## src/rtl/pbas_pkg.sv

```systemverilog
// Shared defaults and state encoding for the PBAS per-pixel sample-match stage.
// The counter width is derived from the sample count, so the counters always have room for N_SAMPLES.
package pbas_pkg;

  function automatic int clog2(input int value);
    int r;
    r = 0;
    for (int i = 0; i < 31; i++) begin
      if ((32'd1 << i) < value) begin
        r = i + 1;
      end else begin
        r = r;
      end
    end
    return r;
  endfunction

  localparam int DEF_DATA_W    = 16;
  localparam int DEF_N_SAMPLES = 20;
  localparam int DEF_CNT_W     = clog2(DEF_N_SAMPLES + 1);
  localparam int DEF_MIN_MATCH = 2;

  localparam logic IDLE = 1'b0;
  localparam logic ACC  = 1'b1;

endpackage

```

## src/rtl/pbas_min_cnt_acc.sv

```systemverilog
// Running minimum and below-threshold counter over one pixel's sample stream.
// The next-state values are exported so the parent can register the result on the last beat.
module pbas_min_cnt_acc
  import pbas_pkg::*;
#(
  parameter int DATA_W = DEF_DATA_W,
  parameter int CNT_W  = DEF_CNT_W
) (
  input  logic              clk,
  input  logic              rst_n,
  input  logic              init,
  input  logic              step,
  input  logic [DATA_W-1:0] sdist,
  input  logic [DATA_W-1:0] thr,
  output logic [DATA_W-1:0] nxt_min,
  output logic [CNT_W-1:0]  nxt_cnt
);

  logic [DATA_W-1:0] run_min;
  logic [CNT_W-1:0]  run_cnt;
  logic              hit;

  // Next running min/count: init restarts from this sample, step folds it in.
  always_comb begin
    nxt_min = run_min;
    nxt_cnt = run_cnt;
    hit     = (sdist < thr);
    if (init) begin
      nxt_min = sdist;
      nxt_cnt = {{(CNT_W-1){1'b0}}, hit};
    end else if (step) begin
      nxt_min = (sdist < run_min) ? sdist : run_min;
      nxt_cnt = run_cnt + {{(CNT_W-1){1'b0}}, hit};
    end else begin
      nxt_min = run_min;
      nxt_cnt = run_cnt;
    end
  end

  // Accumulator state.
  always_ff @(posedge clk or negedge rst_n) begin
    if (!rst_n) begin
      run_min <= {DATA_W{1'b1}};
      run_cnt <= {CNT_W{1'b0}};
    end else begin
      run_min <= nxt_min;
      run_cnt <= nxt_cnt;
    end
  end

endmodule

```

## src/rtl/pbas_min_dist.sv

```systemverilog
// PBAS sample-match stage: per pixel, minimum distance, count of samples under R(x),
// foreground flag and the realigned threshold, one result strobe per completed pixel.
module pbas_min_dist
  import pbas_pkg::*;
#(
  parameter int DATA_W    = DEF_DATA_W,
  parameter int N_SAMPLES = DEF_N_SAMPLES,
  parameter int CNT_W     = DEF_CNT_W,
  parameter int MIN_MATCH = DEF_MIN_MATCH
) (
  input  logic              clk,
  input  logic              rst_n,
  input  logic              sv,
  input  logic              sfirst,
  input  logic [DATA_W-1:0] sdist,
  input  logic [DATA_W-1:0] rx,
  output logic              ov,
  output logic [DATA_W-1:0] dmin,
  output logic [CNT_W-1:0]  match_cnt,
  output logic              fg,
  output logic [DATA_W-1:0] rx_o,
  output logic              err
);

  if ((2 ** CNT_W) <= N_SAMPLES) begin : g_bad_cnt_w
    $error("pbas_min_dist: CNT_W too small for N_SAMPLES");
  end
  if ((MIN_MATCH > N_SAMPLES) || (MIN_MATCH < 1)) begin : g_bad_min_match
    $error("pbas_min_dist: MIN_MATCH out of range 1..N_SAMPLES");
  end
  if (N_SAMPLES < 2) begin : g_bad_n_samples
    $error("pbas_min_dist: N_SAMPLES must be at least 2");
  end

  localparam logic [CNT_W-1:0] LAST_IDX    = CNT_W'(N_SAMPLES - 1);
  localparam logic [CNT_W-1:0] MIN_MATCH_C = CNT_W'(MIN_MATCH);

  logic              state;
  logic              next_state;
  logic [CNT_W-1:0]  idx;
  logic [DATA_W-1:0] rx_hold;
  logic [DATA_W-1:0] thr;
  logic              last_beat;
  logic              acc_init;
  logic              acc_step;
  logic              emit;
  logic              err_next;
  logic [DATA_W-1:0] nxt_min;
  logic [CNT_W-1:0]  nxt_cnt;

  assign last_beat = (idx == LAST_IDX);

  // State register.
  always_ff @(posedge clk or negedge rst_n) begin
    if (!rst_n) begin
      state <= IDLE;
    end else begin
      state <= next_state;
    end
  end

  // Next state: a first beat always (re)starts a pixel, the last sample closes it.
  always_comb begin
    next_state = state;
    case (state)
      IDLE: begin
        if (sv && sfirst) next_state = ACC;
        else              next_state = IDLE;
      end
      ACC: begin
        if (sv && sfirst)         next_state = ACC;
        else if (sv && last_beat) next_state = IDLE;
        else                      next_state = ACC;
      end
      default: next_state = IDLE;
    endcase
  end

  // Per-state controls; a stray continuation in IDLE or a restart in ACC flags err.
  always_comb begin
    acc_init = 1'b0;
    acc_step = 1'b0;
    emit     = 1'b0;
    err_next = 1'b0;
    case (state)
      IDLE: begin
        acc_init = sv & sfirst;
        err_next = sv & ~sfirst;
      end
      ACC: begin
        acc_init = sv & sfirst;
        acc_step = sv & ~sfirst;
        emit     = sv & ~sfirst & last_beat;
        err_next = sv & sfirst;
      end
      default: begin
        acc_init = 1'b0;
        acc_step = 1'b0;
        emit     = 1'b0;
        err_next = 1'b0;
      end
    endcase
  end

  // The first beat compares against the live rx; later beats use the held copy.
  assign thr = acc_init ? rx : rx_hold;

  // Sample index and captured threshold.
  always_ff @(posedge clk or negedge rst_n) begin
    if (!rst_n) begin
      idx     <= {CNT_W{1'b0}};
      rx_hold <= {DATA_W{1'b0}};
    end else if (acc_init) begin
      idx     <= {{(CNT_W-1){1'b0}}, 1'b1};
      rx_hold <= rx;
    end else if (acc_step) begin
      idx     <= last_beat ? {CNT_W{1'b0}} : (idx + {{(CNT_W-1){1'b0}}, 1'b1});
      rx_hold <= rx_hold;
    end else begin
      idx     <= idx;
      rx_hold <= rx_hold;
    end
  end

  pbas_min_cnt_acc #(
    .DATA_W (DATA_W),
    .CNT_W  (CNT_W)
  ) u_acc (
    .clk     (clk),
    .rst_n   (rst_n),
    .init    (acc_init),
    .step    (acc_step),
    .sdist   (sdist),
    .thr     (thr),
    .nxt_min (nxt_min),
    .nxt_cnt (nxt_cnt)
  );

  // Result register: captured with the last sample, held until the next pixel completes.
  always_ff @(posedge clk or negedge rst_n) begin
    if (!rst_n) begin
      ov        <= 1'b0;
      err       <= 1'b0;
      dmin      <= {DATA_W{1'b1}};
      match_cnt <= {CNT_W{1'b0}};
      fg        <= 1'b0;
      rx_o      <= {DATA_W{1'b0}};
    end else begin
      ov  <= emit;
      err <= err_next;
      if (emit) begin
        dmin      <= nxt_min;
        match_cnt <= nxt_cnt;
        fg        <= (nxt_cnt < MIN_MATCH_C);
        rx_o      <= rx_hold;
      end else begin
        dmin      <= dmin;
        match_cnt <= match_cnt;
        fg        <= fg;
        rx_o      <= rx_o;
      end
    end
  end

endmodule

```

## config.mk

```make
export PLATFORM = sky130hd
export DESIGN_NAME = pbas_min_dist
export DESIGN_NICKNAME = d
export VERILOG_FILES = /design/src/rtl/pbas_pkg.sv /design/src/rtl/pbas_min_cnt_acc.sv /design/src/rtl/pbas_min_dist.sv
export SDC_FILE = /design/constraint.sdc
export NUM_CORES = 1
export LEC_CHECK = 0
export BUFFER_PORTS_ARGS = -buffer_cell sky130_fd_sc_hd__clkbuf_2
export CORE_ASPECT_RATIO = 1.1
export CORE_MARGIN = 8
export CORE_UTILIZATION = 43
export DETAILED_ROUTE_END_ITERATION = 6
export PLACE_DENSITY_LB_ADDON = 0.15
export SYNTH_ARGS = -nofsm -noshare
export SYNTH_HDL_FRONTEND = slang
export SYNTH_SLANG_ARGS = --single-unit
```

## constraint.sdc

```tcl
create_clock -name clk -period 2.9 [get_ports clk]
set_input_delay 0 -clock clk [delete_from_list [all_inputs] [get_ports clk]]
set_output_delay 0 -clock clk [all_outputs]
set_load 0.01 [all_outputs]
```

# Word level (Yosys, flattened, before mapping)
# Index checks and enable logic that the tools add are counted.
# word_totals
ff_bits	83
latch_bits	0
ram_bits	0
mem_bits_ro	0
in_bits	36
out_inout_bits	40
elab_cells	41
n_memories	0
# classes
add_sub_neg	2
multipliers	0
n_div	0
magnitude_cmp	3
n_eq_ne	1
shift	0
muxes	16
bitwise_logic	5
reduce_logical	3
# op_table
op	count
two-way mux 16 bit	4
less-than comparator 16 bit	2
two-way mux 5 bit	5
adder 5 x 1 -> 5 bit	1
adder 5 x 1 -> 5 bit, second input constant	1
== test 5 bit, second input constant	1
less-than comparator 5 x 2 -> 1 bit, second input constant	1
two-way mux 1 bit	5
case mux 1 bit (2 select lines)	2
AND 1 bit	3
logical AND 1 bit	2
inverter 1 bit	2
nonzero test 2 bit	1

# Longest topological paths before layout
# logic_depth
ltp_word	7
ltp_mapped	19
mapped_depth_nobuf	16

# Cells and area by module
# A second synthesis with hierarchy kept.
# unflattened
hier_cells	324
hier_area_um2	4152.7
# by_module_without_submodules
mod	instances	cells_per_inst	area_each_um2
pbas_min_dist	1	157	2477.4
pbas_min_cnt_acc	1	167	1675.4

# Least setup slack after synthesis
# No wires, ideal clock.
# synth_timing
path_type	input to register
startpoint	input sv
endpoint	register match_cnt[2]
setup_time_ps	83
arrival_time_ps	2989
required_time_ps	2817
slack_ps	-172
stages	16
path_buffers	2
path_cell_list	buf_6 > nand2_1 > clkbuf_1 > mux2i_1 > ha_1 > a21oi_1 > o21ai_0 > a2111oi_0 > o22ai_1 > nor2b_1 > ha_1 > ha_1 > and2_1 > xnor2_1 > or2_2 > o21ai_0
# synth_between
elab_chain_len	6
elab_cells_between_ends	10
cone_classes	1 x add/sub; 1 x order compare; 5 x mux; 3 x bitwise
# synth_lines
element	line_no	source
start, declared	pbas_min_dist.sv:13	input logic sv,
AND 1 bit	pbas_min_dist.sv:87, pbas_min_dist.sv:91	
two-way mux 16 bit	n/a	
less-than comparator 16 bit	pbas_min_cnt_acc.sv:27	hit = (sdist < thr);
adder 5 x 1 -> 5 bit	pbas_min_cnt_acc.sv:33	nxt_cnt = run_cnt + {{(CNT_W-1){1'b0}}, hit};
two-way mux 5 bit	pbas_min_cnt_acc.sv:31	end else if (step) begin
two-way mux 5 bit	pbas_min_cnt_acc.sv:28	if (init) begin
end signal, assigned	pbas_min_dist.sv:145	match_cnt <= {CNT_W{1'b0}};
end signal, assigned	pbas_min_dist.sv:153	match_cnt <= nxt_cnt;
end signal, assigned	pbas_min_dist.sv:158	match_cnt <= match_cnt;
end, declared	pbas_min_dist.sv:19	output logic [CNT_W-1:0] match_cnt,
# Several ways; a longest one is shown, not always the timed one.
# A chain may end at the register's enable or synchronous reset.

# Worst setup path in the final report
# layout_timing
startpoint	register rx_hold[7]
endpoint	register fg
# layout_between
elab_chain_len	6
# layout_lines
element	line_no	source
start, declared	pbas_min_dist.sv:41	logic [DATA_W-1:0] rx_hold;
start signal, assigned	pbas_min_dist.sv:112	rx_hold <= {DATA_W{1'b0}};
start signal, assigned	pbas_min_dist.sv:115	rx_hold <= rx;
start signal, assigned	pbas_min_dist.sv:118	rx_hold <= rx_hold;
two-way mux 16 bit (*)	n/a	
less-than comparator 16 bit (*)	pbas_min_cnt_acc.sv:27	
adder 5 x 1 -> 5 bit	pbas_min_cnt_acc.sv:33	
two-way mux 5 bit	pbas_min_cnt_acc.sv:31	
two-way mux 5 bit (*)	pbas_min_cnt_acc.sv:28	
less-than comparator 5 x 2 -> 1 bit (*)	pbas_min_dist.sv:154	fg <= (nxt_cnt < MIN_MATCH_C);
end signal, assigned	pbas_min_dist.sv:154	
end signal, assigned	pbas_min_dist.sv:159	fg <= fg;
end, declared	pbas_min_dist.sv:20	output logic fg,
# Every way passes the cells marked *; elsewhere a longest branch is shown, timed or not.

==> metrics.md <==
| Metric | Value |
|---|---|
| Outcome | finished, final reports clean |
| Cell variety after synth | 53 |
| Max H-tree Level | 3 |
| Peak Freq | approximately 360 MHz |
| Netlist Area Pre-Place | 4467 µm² |
| Placed insts | 610 |
| Buffer depth of the longest clock path | 2 |
| Setup Fix Bufs, Post-CTS | 0 |
| CTS tree | yes |
| Worst EP arrival | 3000 ps |
| Layout cells sized above 1 | 34.46% |
| Total GRT Usage | 17.00% |
| Final Critical Period | 2797 ps |
| Post-route ant nets | 0 |
| Vias in the first global route | 3,690 |
| Grt total ovfl | 0 |
| Io pins | 76 |
| Pleak | 0.002862 µW |
| Worst min-delay path category | input port to register |
| Layout fillers | 901 |
| Non-Filler Instances | 657 |
| Length of the first detailed-routing pass in iterations | 6 |
| Clk_lat worst skew | 340 ps |
| Finished Cell Area | 5684 µm² |
| Dpl hpwl | 7848 µm |
| DRC | 0 |
| Drt total wl | 11,250 µm |
| Cells after synthesis | 418 |
| Crit Path Class | register to register |
| CTS Buf Count | 9 |
| Critical Path RT | just over 3000 ps |
| P per Cell Area | 587.5 nW/µm² |
| Synth area leader | dfrtp_1 |
| Sequential area share after synthesis | 47.39% |
| Post-placement cell area | 4994 µm² |
| Gpl congestion | about 0.76 |
| Avg Cell Area, Syn | 10.69 µm² |
| 1st-iter DRT viols | 149 |
| DIE AREA | 13,910 µm² |
| Final setup fails | 0 |
| RSZ-0062 raised after global routing | yes |
| Die width | 113.2 µm |
| Core Region | about 10,000 µm² |
| Ys Warns | 0 |
| Post-synth top flop | dfrtp_1 |
| Post-synth top area share | around 29% |
| Clk_skew | 4.589 ps |
| Die height | ~120 µm |
| Synth top area cells | dfrtp_1 29%, dfstp_2 19%, ha_1 9.2% |
| Diodes inserted | 0 |
| Final Cycle Share | 96.47% |
| CP endpoint kind | register |
| Initial core utilization | 43.59% |
| Avg WL per Cell | about 17 µm |
| Clock sink count | 83 |
| # nets final | approximately 600 |
| MaxCap Viol Count | 0 |
| Post-synth EDFFs | 0 |
| Drt via density | about 5.3 |
| Post-synthesis net count | just under 500 |
| Slew @ Worst Pin | 1044 ps |
| Worst slew margin | 30.39% |
| Clk pin slew, worst setup/hold paths | 60 ps |
| Crit Path Max Fanout | 3 |
| Root buffer cell | clkbuf_16 |
| Via Count | 3,492 |
| First-pass GRT wire length | 18,690 µm |
| Max IR drop VDD | 277.5 µV |
| CP Launch Type | register |
| Seq cells post-synth | 83 |
| Largest net degree at the start of global routing | 84 |
| Final hold vios | 0 |
| Max-slew violations | 0 |
| Area Overhead vs Synth | 27.25% |
| Count of input and output buffers | 75 |
| Initial antenna violation count | 0 |
| Cell row count | 39 |
| Asr flop ratio synth | 100.0% |
## final timing paths
kind	startpoint	endpoint	slack, ps	cells past startpoint
max reg2reg	rx_hold[7]$_DFF_PN0_	fg$_DFFE_PN0P_	100	13
min reg2reg	rx_hold[1]$_DFF_PN0_	rx_o[1]$_DFFE_PN0P_	460	2
max in group asynchronous	rst_n	rx_o[10]$_DFFE_PN0P_	1850	2
min in group asynchronous	rst_n	rx_o[13]$_DFFE_PN0P_	390	2
max	rx_hold[7]$_DFF_PN0_	fg$_DFFE_PN0P_	100	13
min	sdist[5]	u_acc.run_min[5]$_DFF_PN1_	3	2
## per-layer routing
layer / GRT usage, % / up-vias / wire (µm)
li1: - / 1684 / -
met1: 21.05 / 1718 / 5062
met2: 28.56 / 70 / 5525
met3: 2.687 / 20 / 397
met4: 8.417 / 0 / 266
met5: 0 / - / 0
## where the power goes
| part | internal, µW | total [µW] | switching, µW | leakage (µW) |
|---|---|---|---|---|
| Sequential | 1310 | 1380 | 72.0 | 0.00100 |
| Clock | 769 | 1210 | 443 | 0.000160 |
| Combinational | 345 | 745 | 400 | 0.00170 |
## per-stage QoR
step	TNS [ps]	setup slack (ps)	total power, µW	utilization, %	hold WS (ps)
2_1_floorplan	0	81.30	1876	-	-295.6
3_3_place_gp	0	17.49	2058	48.73	230.8
3_5_place_dp	-210.9	-101.7	2079	48.73	232.8
4_1_cts	0	70.23	3345	54.86	2.423
5_1_grt	-182.0	-113.8	3524	55.47	19.34
6_report	0	102.5	3340	55.47	2.701
## area by class of cell
type                            instances  area, µm²  area share, %
Clock inverter                          6      78.83          1.387
Timing Repair Buffer                  122      820.8          14.44
Multi-Input combinational cell        279       2147          37.77
Inverter                               34      127.6          2.245
Tap cell                              123      153.9          2.707
Sequential cell                        83       2117          37.24
Clock buffer                           10      239.0          4.204
## flip-flops by register name (all words and copies together) (netlist names)
name and count:
dmin 16, rx_hold 16, rx_o 16, u_acc.run_min 16, idx 5, match_cnt 5
u_acc.run_cnt 5, err 1, fg 1, ov 1, state 1
## timing repair
| action | 4_1_cts | 5_1_grt |
|---|---|---|
| setup endpoints to repair | 0 | 5 |
| resized for setup | 0 | 17 |
| endpoints found under the hold margin | 92 | 0 |
| hold buffers | 31 | 0 |
## Yosys cell counts, drive strengths merged, types with 2 or more instances
| library cell | number |
|---|---|
| nor2b | 2 |
| or2 | 3 |
| dfstp | 32 |
| o31ai | 2 |
| mux2 | 16 |
| o311ai | 15 |
| a211oi | 4 |
| nand3 | 2 |
| o21ai | 15 |
| dfrtp | 51 |
| o211ai | 3 |
| inv | 34 |
| o2111ai | 16 |
| and2 | 4 |
| ha | 33 |
| nand4 | 8 |
| nor2 | 14 |
| nand2 | 98 |
| o22ai | 2 |
| a21oi | 5 |
| xor2 | 2 |
| xnor2 | 2 |
| buf | 10 |
| clkbuf | 12 |
| o21a | 2 |
| a21o | 5 |
| a22oi | 2 |
| mux2i | 13 |
## placed cells by master (no fill, tap or decap), types with 6 or more instances in the layout
master / netlist / routed
nand2_1: 98 / 96
clkbuf_2: 0 / 74
dfrtp_1: 51 / 51
inv_1: 33 / 33
dfstp_2: 32 / 32
ha_1: 33 / 31
dlygate4sd3_1: 0 / 31
o2111ai_1: 16 / 16
buf_4: 0 / 16
mux2_4: 14 / 14
nor2_1: 13 / 13
o21ai_0: 15 / 13
mux2i_1: 13 / 12
o311ai_1: 9 / 9
clkbuf_16: 0 / 9
nand4_1: 7 / 7
o311ai_2: 6 / 6
## kinds of logic (layout without fill, tap and decap cells)
group / after synthesis / after routing / share of synthesized area [%]
AOI/OAI and AO/OA: 76 / 76 / 14.45
xor gates and xnor gates: 4 / 4 / 0.7845
adders and majority gates: 33 / 33 / 9.244
buffers and inverters: 56 / 172 / 5.994
and+or+nand+nor: 137 / 137 / 14.01
DFF: 83 / 83 / 47.39
muxes: 29 / 29 / 8.123
## critical path: stages, from the launching register on
cell,delay [ps]
dfrtp_1,380
mux2i_2,180
ha_1,290
a21oi_2,160
o21ai_2,80
a2111oi_2,330
o22ai_1,160
nor2b_1,150
ha_2,220
ha_4,130
nand4_1,130
xor2_2,190
a41oi_1,170
o21ai_0,90
(Power assumes the default switching activity.)
